$ cat src/rtl/hdp_reg_sequencer.sv
// Register-command sequencer in front of the HDP-1280-2 SPI master: queues host
// read/write commands, issues each as one 16-bit transfer and returns one response.
module hdp_reg_sequencer #(
  parameter int WORD_WIDTH       = 8,
  parameter int FIFO_DEPTH       = 4,
  parameter int RX_SETTLE_CYCLES = 100,
  parameter int TIMEOUT_CYCLES   = 4095
) (
  input  logic                  i_clock,
  input  logic                  i_reset,
  input  logic                  i_enable,
  input  logic                  i_cmd_valid,
  output logic                  o_cmd_ready,
  input  logic                  i_cmd_rw,
  input  logic [6:0]            i_cmd_addr,
  input  logic [WORD_WIDTH-1:0] i_cmd_data,
  output logic                  o_rsp_valid,
  output logic                  o_rsp_rw,
  output logic [6:0]            o_rsp_addr,
  output logic [WORD_WIDTH-1:0] o_rsp_data,
  output logic                  o_rsp_timeout,
  output logic                  o_spi_start,
  output logic [WORD_WIDTH-1:0] o_spi_upper,
  output logic [WORD_WIDTH-1:0] o_spi_lower,
  input  logic                  i_spi_busy,
  input  logic                  i_spi_complete,
  input  logic [WORD_WIDTH-1:0] i_spi_rx_lower,
  output logic                  o_idle
);

  localparam int AW = (FIFO_DEPTH > 1) ? $clog2(FIFO_DEPTH) : 1;
  localparam int CW = AW + 1;
  localparam int EW = 1 + 7 + WORD_WIDTH;
  // Timer reads k-1 in the k-th cycle after the start pulse, so the last
  // accepted completion lands exactly TIMEOUT_CYCLES cycles after start.
  localparam logic [15:0] TIMEOUT_LAST = 16'(TIMEOUT_CYCLES - 1);
  localparam logic [15:0] SETTLE_LAST  = 16'((RX_SETTLE_CYCLES > 0) ? RX_SETTLE_CYCLES - 1 : 0);

  typedef enum logic [2:0] {
    S_IDLE, S_LAUNCH, S_WAIT_DONE, S_SETTLE, S_RESPOND
  } state_t;

  logic [EW-1:0]         mem_q [FIFO_DEPTH];
  logic [AW-1:0]         wr_ptr_q, rd_ptr_q;
  logic [CW-1:0]         count_q, count_d;
  logic                  ready_q;
  logic                  push, pop;
  logic [EW-1:0]         head;
  logic                  head_rw;
  logic [6:0]            head_addr;
  logic [WORD_WIDTH-1:0] head_data;

  state_t                state_q;
  logic [15:0]           timer_q, settle_q;
  logic                  cur_rw_q;
  logic [6:0]            cur_addr_q;
  logic                  spi_start_q;
  logic [WORD_WIDTH-1:0] spi_upper_q, spi_lower_q;
  logic                  rsp_valid_q, rsp_rw_q, rsp_timeout_q;
  logic [6:0]            rsp_addr_q;
  logic [WORD_WIDTH-1:0] rsp_data_q;

  assign push      = i_cmd_valid && ready_q;
  assign pop       = (state_q == S_IDLE) && (count_q != '0) && i_enable && !i_spi_busy;
  assign head      = mem_q[rd_ptr_q];
  assign head_rw   = head[EW-1];
  assign head_addr = head[WORD_WIDTH +: 7];
  assign head_data = head[WORD_WIDTH-1:0];

  always_comb begin
    count_d = count_q;
    case ({push, pop})
      2'b10:   count_d = count_q + CW'(1);
      2'b01:   count_d = count_q - CW'(1);
      default: count_d = count_q;
    endcase
  end

  always_ff @(posedge i_clock) begin
    if (push) mem_q[wr_ptr_q] <= {i_cmd_rw, i_cmd_addr, i_cmd_data};
  end

  always_ff @(posedge i_clock or posedge i_reset) begin
    if (i_reset) begin
      wr_ptr_q <= '0;
      rd_ptr_q <= '0;
      count_q  <= '0;
      ready_q  <= 1'b1;
    end else begin
      if (push) wr_ptr_q <= wr_ptr_q + AW'(1);
      if (pop)  rd_ptr_q <= rd_ptr_q + AW'(1);
      count_q <= count_d;
      ready_q <= (count_d != CW'(FIFO_DEPTH));
    end
  end

  always_ff @(posedge i_clock or posedge i_reset) begin
    if (i_reset) begin
      state_q       <= S_IDLE;
      timer_q       <= '0;
      settle_q      <= '0;
      cur_rw_q      <= 1'b0;
      cur_addr_q    <= '0;
      spi_start_q   <= 1'b0;
      spi_upper_q   <= '0;
      spi_lower_q   <= '0;
      rsp_valid_q   <= 1'b0;
      rsp_rw_q      <= 1'b0;
      rsp_addr_q    <= '0;
      rsp_data_q    <= '0;
      rsp_timeout_q <= 1'b0;
    end else begin
      spi_start_q <= 1'b0;
      rsp_valid_q <= 1'b0;
      case (state_q)
        S_IDLE: begin
          if (pop) begin
            cur_rw_q    <= head_rw;
            cur_addr_q  <= head_addr;
            spi_upper_q <= WORD_WIDTH'({head_rw, head_addr});
            spi_lower_q <= head_rw ? '0 : head_data;
            spi_start_q <= 1'b1;
            state_q     <= S_LAUNCH;
          end
        end
        S_LAUNCH: begin
          timer_q <= '0;
          state_q <= S_WAIT_DONE;
        end
        S_WAIT_DONE: begin
          // Completion takes priority over a timeout in the same cycle.
          if (i_spi_complete) begin
            settle_q <= '0;
            state_q  <= S_SETTLE;
          end else if (timer_q == TIMEOUT_LAST) begin
            rsp_valid_q   <= 1'b1;
            rsp_rw_q      <= cur_rw_q;
            rsp_addr_q    <= cur_addr_q;
            rsp_data_q    <= '0;
            rsp_timeout_q <= 1'b1;
            state_q       <= S_RESPOND;
          end else begin
            timer_q <= timer_q + 16'd1;
          end
        end
        S_SETTLE: begin
          if (settle_q >= SETTLE_LAST) begin
            rsp_valid_q   <= 1'b1;
            rsp_rw_q      <= cur_rw_q;
            rsp_addr_q    <= cur_addr_q;
            rsp_data_q    <= cur_rw_q ? i_spi_rx_lower : '0;
            rsp_timeout_q <= 1'b0;
            state_q       <= S_RESPOND;
          end else begin
            settle_q <= settle_q + 16'd1;
          end
        end
        S_RESPOND: state_q <= S_IDLE;
        default:   state_q <= S_IDLE;
      endcase
    end
  end

  assign o_cmd_ready   = ready_q;
  assign o_spi_start   = spi_start_q;
  assign o_spi_upper   = spi_upper_q;
  assign o_spi_lower   = spi_lower_q;
  assign o_rsp_valid   = rsp_valid_q;
  assign o_rsp_rw      = rsp_rw_q;
  assign o_rsp_addr    = rsp_addr_q;
  assign o_rsp_data    = rsp_data_q;
  assign o_rsp_timeout = rsp_timeout_q;
  assign o_idle        = (count_q == '0) && (state_q == S_IDLE);

endmodule

$ cat config.mk
export PLATFORM = sky130hd
export DESIGN_NAME = hdp_reg_sequencer
export DESIGN_NICKNAME = d
export VERILOG_FILES = /design/src/rtl/hdp_reg_sequencer.sv
export SDC_FILE = /design/constraint.sdc
export NUM_CORES = 1
export LEC_CHECK = 0
export BUFFER_PORTS_ARGS = -buffer_cell sky130_fd_sc_hd__buf_2
export CAP_MARGIN = 20
export CORE_AREA = 2 2 143 145
export CTS_CLUSTER_SIZE = 10
export DETAILED_ROUTE_END_ITERATION = 10
export DIE_AREA = 0 0 145 147
export PLACE_DENSITY = 0.45
export SETUP_SLACK_MARGIN = 0.4
export SLEW_MARGIN = 40
export SYNTH_ARGS = -nofsm -noshare
export SYNTH_HDL_FRONTEND = slang
export SYNTH_SLANG_ARGS = --single-unit
$ cat constraint.sdc
create_clock -name i_clock -period 4 [get_ports i_clock]
set_clock_uncertainty 0.2 [all_clocks]
set_input_delay 0.4 -clock i_clock [delete_from_list [all_inputs] [get_ports i_clock]]
set_output_delay 0.4 -clock i_clock [all_outputs]
set_load 0.01 [all_outputs]
# --- Word-level counts from Yosys, hierarchy flattened ---
# Memories as Yosys holds them, arrays and structs flattened.
# Index checks and enable logic that the tools add are counted.
totals:
  romBits: 0
  inputBits: 30
  output_inout_bits: 37
  mem_count: 1
  latchBits: 0
  ff_bits: 86
  ram_bits: 64
  word_cells: 94
op_classes:
  shift: 0
  n_div: 0
  n_lt_le_gt_ge: 1
  mul: 0
  add_sub_neg: 6
  eq_ne: 15
  n_reduce_logical: 16
  n_mux: 38
  bitwise: 0
mem_list:
  columns: ["memory", "depth", "word_bits", "read_ports", "rd_clocked_by_memory_dff", "write_ports", "line", "source"]
  rows:
  - ["mem_q", 4, 16, 1, 0, 1, "43", "logic [EW-1:0] mem_q [FIFO_DEPTH];"]
op_table:
  columns: ["cell", "count"]
  rows:
  - ["16-bit 2-to-1 mux", 4]
  - ["16-bit one-hot mux with 2 select lines", 2]
  - ["8-bit 2-to-1 mux", 5]
  - ["16-bit by 1-bit adder with 16-bit output (second input constant)", 2]
  - ["7-bit 2-to-1 mux", 3]
  - ["16-bit by 12-bit equality test with 1-bit output (second input constant)", 1]
  - ["16-bit by 7-bit >= comparator with 1-bit output (second input constant)", 1]
  - ["8-bit one-hot mux with 2 select lines", 1]
  - ["2-bit inequality test (second input constant)", 7]
  - ["7-bit one-hot mux with 2 select lines", 1]
  - ["1-bit 2-to-1 mux", 13]
  - ["3-bit 2-to-1 mux", 4]
  - ["3-bit one-hot mux with 4 select lines", 1]
  - ["3-bit AND reduction", 3]
  - ["3-bit by 2-bit equality test with 1-bit output (second input constant)", 2]
  - ["3-bit zero test", 2]
  - ["3-bit inequality test (second input constant)", 2]
  - ["1-bit one-hot mux with 2 select lines", 3]
  - ["3-bit one-hot mux with 2 select lines", 1]
  - ["1-bit logical AND", 5]
  - ["2-bit by 1-bit adder with 2-bit output (second input constant)", 2]
  - ["4-bit AND reduction", 1]
  - ["2-bit nonzero test", 2]
  - ["3-bit by 1-bit adder with 3-bit output (second input constant)", 1]
  - ["7 further kinds", 7]

# --- Longest topological paths before layout ---
logic_depth:
  word_depth: 7
  ltp_mapped: 11
  depth_no_buf: 10

# --- Worst setup path after synthesis ---
# OpenSTA, ideal clock, no wires.
synth_path:
  path_kind: "reg2reg"
  start: "register state_q[2]"
  end: "register ready_q, in the netlist o_cmd_ready"
  t_arrival_ns: 2.614
  setup_ns: 0.082
  stages_incl_launch_ff: 12
  n_path_buf: 1
  setup_slack_ns: 1.104
  period_less_slack_ns: 2.896
  required_time_ns: 3.718
  path_cell_list: "dfrtp_1 > or3_1 > or4b_4 > clkbuf_1 > inv_1 > ha_1 > inv_1 > fa_1 > xor2_1 > nor2_1 > xor2_1 > nand2_1"
synth_between:
  elab_chain_len: 7
  elab_cells_between_ends: 8
  classes_between: "eq/ne (3); mux (1); reduce/logical (4)"
synth_lines:
  columns: ["item", "line", "source"]
  rows:
  - ["from (decl)", "53", "state_t state_q;"]
  - ["from (signal assigned)", "99", "state_q <= S_IDLE;"]
  - ["from (signal assigned)", "123", "state_q <= S_LAUNCH;"]
  - ["from (signal assigned)", "128", "state_q <= S_WAIT_DONE;"]
  - ["3-bit zero test (*)", "64", "assign pop = (state_q == S_IDLE) && (count_q != '0) && i_enable && !i_spi_busy;"]
  - ["1-bit logical AND (*) (3 in a row)", "64", null]
  - ["2-bit by 1-bit equality test with 1-bit output / 2-bit equality test (equally long branches)", "72", "case ({push, pop})"]
  - ["3-bit one-hot mux with 2 select lines (*)", "72", null]
  - ["via count_d[2]", "45", "logic [CW-1:0] count_q, count_d;"]
  - ["3-bit inequality test (*)", "93", "ready_q <= (count_d != CW'(FIFO_DEPTH));"]
  - ["to (signal assigned)", "93", null]
  - ["to (decl)", "46", "logic ready_q;"]
# Mark *: on every way through the listed nets, which the timed path passes. The rest lies on a longest branch.
# A chain may end at the register's enable or synchronous reset.

# --- Final worst setup path ---
layout_path:
  start: "register state_q[0]"
  end: "register ready_q, in the netlist o_cmd_ready"
# Same word-level chain as after synthesis.

==> summary.txt <==
Critical path
  – Req. time, crit path: between 4000 and 5000 ps
  – Cell chain of the critical path: or3_1 > or4b_4 > inv_1 > ha_1 > inv_1 > fa_1 > xor2_1 > nor2_1 > xor2_1 > nand2_1
  – Data arrival time of the worst path: 3170 ps
  – Biggest fanout along the worst timing path: 21
  – Sort of element at the start of the critical path: flip-flop
  – Critical Path Slowest Stage Cell: sky130_fd_sc_hd__or4b_4
  – Path type of the worst setup path: flip-flop to flip-flop
  – CP max stage delay: ~650 ps
  – Kind of capture point of the worst setup path: flip-flop

Pwr
  – Overall power after layout: 4.76 mW
  – Part of the power in registers: 44.0%
  – Combinational Power Share: 22.8%
  – Power per unit of standard cell area: roughly 660 mW/mm^2
  – Peak supply drop: 206 uV
  – Internal power summed over all cells: 3.34 mW
  – Switching power: 1.42 mW
  – Leak Pwr: 3.11 nW
  – Fraction of power spent switching nets: 29.8%
  – Part of the total power dissipated in the clock network: 33.2%

Synthesis
  – Synthesized area per cell: 14.1 um^2
  – Synthesized net count: 452
  – Share of async-settable or async-resettable flops after synthesis: 54.9%
  – Top cell types by occurrence after synthesis: sky130_fd_sc_hd__dfrtp_1, sky130_fd_sc_hd__edfxtp_1, sky130_fd_sc_hd__nand2_1
  – Library cell occupying the most area in the post-synthesis netlist: sky130_fd_sc_hd__dfrtp_1
  – Post-synthesis register bit count: 142
  – Most numerous cell in the Yosys netlist: sky130_fd_sc_hd__dfrtp_1
  – Distinct cells, synth: 52
  – Share of Yosys cell area claimed by the top area cell type: 33.1%
  – Mapped Area: just under 0.006 mm^2
  – Mapped Cells: 413
  – Number of flops mapped to enable cells by yosys: 64
  – Yosys synthesis warning count: 0
  – Sequential share of the synthesized area: 66.5%
  – Leading register cell type out of synthesis: sky130_fd_sc_hd__dfrtp_1
  – Largest cells by area after synthesis: sky130_fd_sc_hd__dfrtp_1, sky130_fd_sc_hd__edfxtp_1, sky130_fd_sc_hd__mux4_2

Clocking
  – TritonCTS clock tree: built
  – Longest Clk Path Bufs: 2
  – Clock latency of the later-clocked register in the worst-skew pair: 410 ps
  – Clock tree sinks: 142
  – Clock root buffer master: sky130_fd_sc_hd__clkbuf_16
  – H-Tree Depth: 4
  – Inserted Clock Buffers: 17
  – Clock slew at the register clock pins of the worst setup and hold paths: 60 ps

Detailed routing
  – Detailed Routing Iterations Pass 1: 4
  – Total number of vias: ~3,500
  – Via density: about 4.4
  – WL final: 11.6 mm
  – Final ANT Viol Nets: 0
  – Wirelength per Cell: roughly 15 um
  – DRC Markers: 0
  – Iter 0 DRT Violations: 168

Timing
  – Final-report setup violation count: 0
  – Max frequency: 330 MHz
  – Final total negative setup slack: 0 ps
  – Worst rel slew slack: 52.8%
  – Final Hold Viols: 0
  – Setup repair after global routing missed its margin: no
  – Worst Max-Slew Pin Slew: 702 ps
  – Final Slew Violations: 0
  – Final period demand of the worst path: 3030 ps
  – Tcrit/Tclk final: between 70% and 80%

Final layout
  – Final core occ: 36.6%
  – Cell area after layout: 0.00726 mm^2
  – Fill cells: 1,932
  – Final cell count without fillers: 790
  – Ratio of cells with drive above 1 in the final layout: about 27%
  – Area delta synth->final: 24.5%
  – Number of nets at the end of the flow: 546
  – Antenna fix cells: 0

GRT
  – Number of antenna violations at the first check in global routing: 0
  – Wire length of the first global-routing pass: 18.9 mm
  – Total congestion overflow: 0
  – Pin count of the biggest net entering global routing: 52
  – Number of global-route vias before repair: around 3,500
  – GRT Total Usage: a little under an eighth

Placement
  – HPWL Detailed: 7.80 mm
  – Total placed instance area: 0.00646 mm^2
  – Buffers on Ports: 66
  – Last weighted congestion value of the routability-driven placer: 0.758
  – Cell count after placement: 738

Outcome
  – Run status: finished, final reports clean

Die
  – Number of placed I/O pins: 67
  – Horizontal die dimension: 145 um
  – Core area: 0.0198 mm^2
  – Area enclosed by the die boundary: 0.0213 mm^2
  – Effective utilization at floorplan: between 20% and 30%
  – Total number of placement rows: 52
  – Die Y: 147 um

Flow run
  – Count of max-cap constraint violations: 0

Min path
  – Worst min-delay path category: input pin to flip-flop
==> worst max-delay path, delay by kind of cell (launching register included) <==
kind          cells  cell delay (ps)
simple gates      4             1250
flops             1              490
xor+xnor          2              340
fa+ha+maj         2              540
buf+inv           2              160
==> cell usage in the layout (no fill, tap or decap), drive strengths merged, types with 3 or more instances in the layout <==
| cell | n |
|---|---|
| nand4 | 8 |
| a22o | 8 |
| nor2 | 31 |
| nor2b | 10 |
| dfrtp | 77 |
| clkbuf | 18 |
| ha | 8 |
| a21oi | 3 |
| nand2 | 49 |
| bufinv | 3 |
| xor2 | 7 |
| mux2i | 4 |
| nand3 | 11 |
| o21ai | 14 |
| clkinv | 8 |
| dlygate4sd3 | 20 |
| and4 | 3 |
| nor4 | 6 |
| edfxtp | 64 |
| inv | 21 |
| mux4 | 15 |
| and3 | 6 |
| xnor2 | 15 |
| nor3 | 6 |
| mux2 | 10 |
| buf | 69 |
==> sequential cells by signal, summed over array words and instances, names as in the netlist <==
name	cells
mem_q	64
settle_q	16
timer_q	16
o_rsp_data	8
o_spi_lower	8
o_rsp_addr	7
cur_addr_q	6
count_q	3
state_q	3
rd_ptr_q	2
wr_ptr_q	2
cur_rw_q	1
o_cmd_ready	1
o_rsp_rw	1
o_rsp_timeout	1
o_rsp_valid	1
o_spi_start	1
o_spi_upper	1
==> through the flow <==
stage | hold WS, ps | setup WS, ps
final | 21.4 | 965
after global routing | 6.38 | 749
after CTS | 0.426 | 938
after detailed placement | 260 | 930
after global placement | 277 | 974
after floorplan | 263 | 1100
==> power by group through the flow <==
stage	clock, mW	combinational, mW	sequential (mW)
3_3_place_gp	0	1.08	2.12
2_1_floorplan	0	0.793	2.05
4_1_cts	1.62	1.12	2.11
3_5_place_dp	0	1.10	2.13
5_1_grt	1.69	1.22	2.15
6_report	1.58	1.09	2.09
==> kinds of logic (layout without fill, tap and decap cells) <==
kind of cell,after synthesis,in the layout,share of synthesized area (%)
AOI/OAI and AO/OA,31,31,3.46
xor gates and xnor gates,22,22,3.44
muxes,29,29,8.93
and+or+nand+nor,146,146,12.8
buffers and inverters,34,141,2.81
adders and majority gates,9,9,2.06
DFF,142,142,66.5
==> path summary, 6_finish.rpt <==
check | start | to | slack (ps) | cells past startpoint
hold reg to reg | o_spi_lower[3] | o_spi_lower[3] | 280 | 2
max in group asynchronous | i_reset | o_cmd_ready | 2450 | 4
setup reg to reg | state_q[0] | o_cmd_ready | 970 | 10
min in group asynchronous | i_reset | o_rsp_data[2] | 360 | 3
setup / recovery | state_q[0] | o_cmd_ready | 970 | 10
hold / removal | i_cmd_data[3] | mem_q[1][3] | 20 | 1
==> routing by layer <==
metal,global-route usage (%),part of all wire [%]
met3,3.42,3.3
met4,3.42,1.0
met1,14.5,46
met2,19.5,50
met5,0,0
==> what timing repair did <==
action,in CTS,in global routing
gates resized for setup,0,0
hold buffers,20,0
endpoints found under the hold margin,105,0
buffers inserted,0,0
==> cell type report <==
class / count / area, um^2 / share of cell area [%]
Clock buffer: 18 / 429 / 5.91
Clock inverter: 14 / 166 / 2.29
Inverter: 20 / 87.6 / 1.21
Multi-Input combinational cell: 237 / 1810 / 24.9
Sequential cell: 142 / 3880 / 53.4
Tap cell: 270 / 338 / 4.66
Timing Repair Buffer: 89 / 553 / 7.62
No activity file was read; power rests on OpenSTA's default activity.
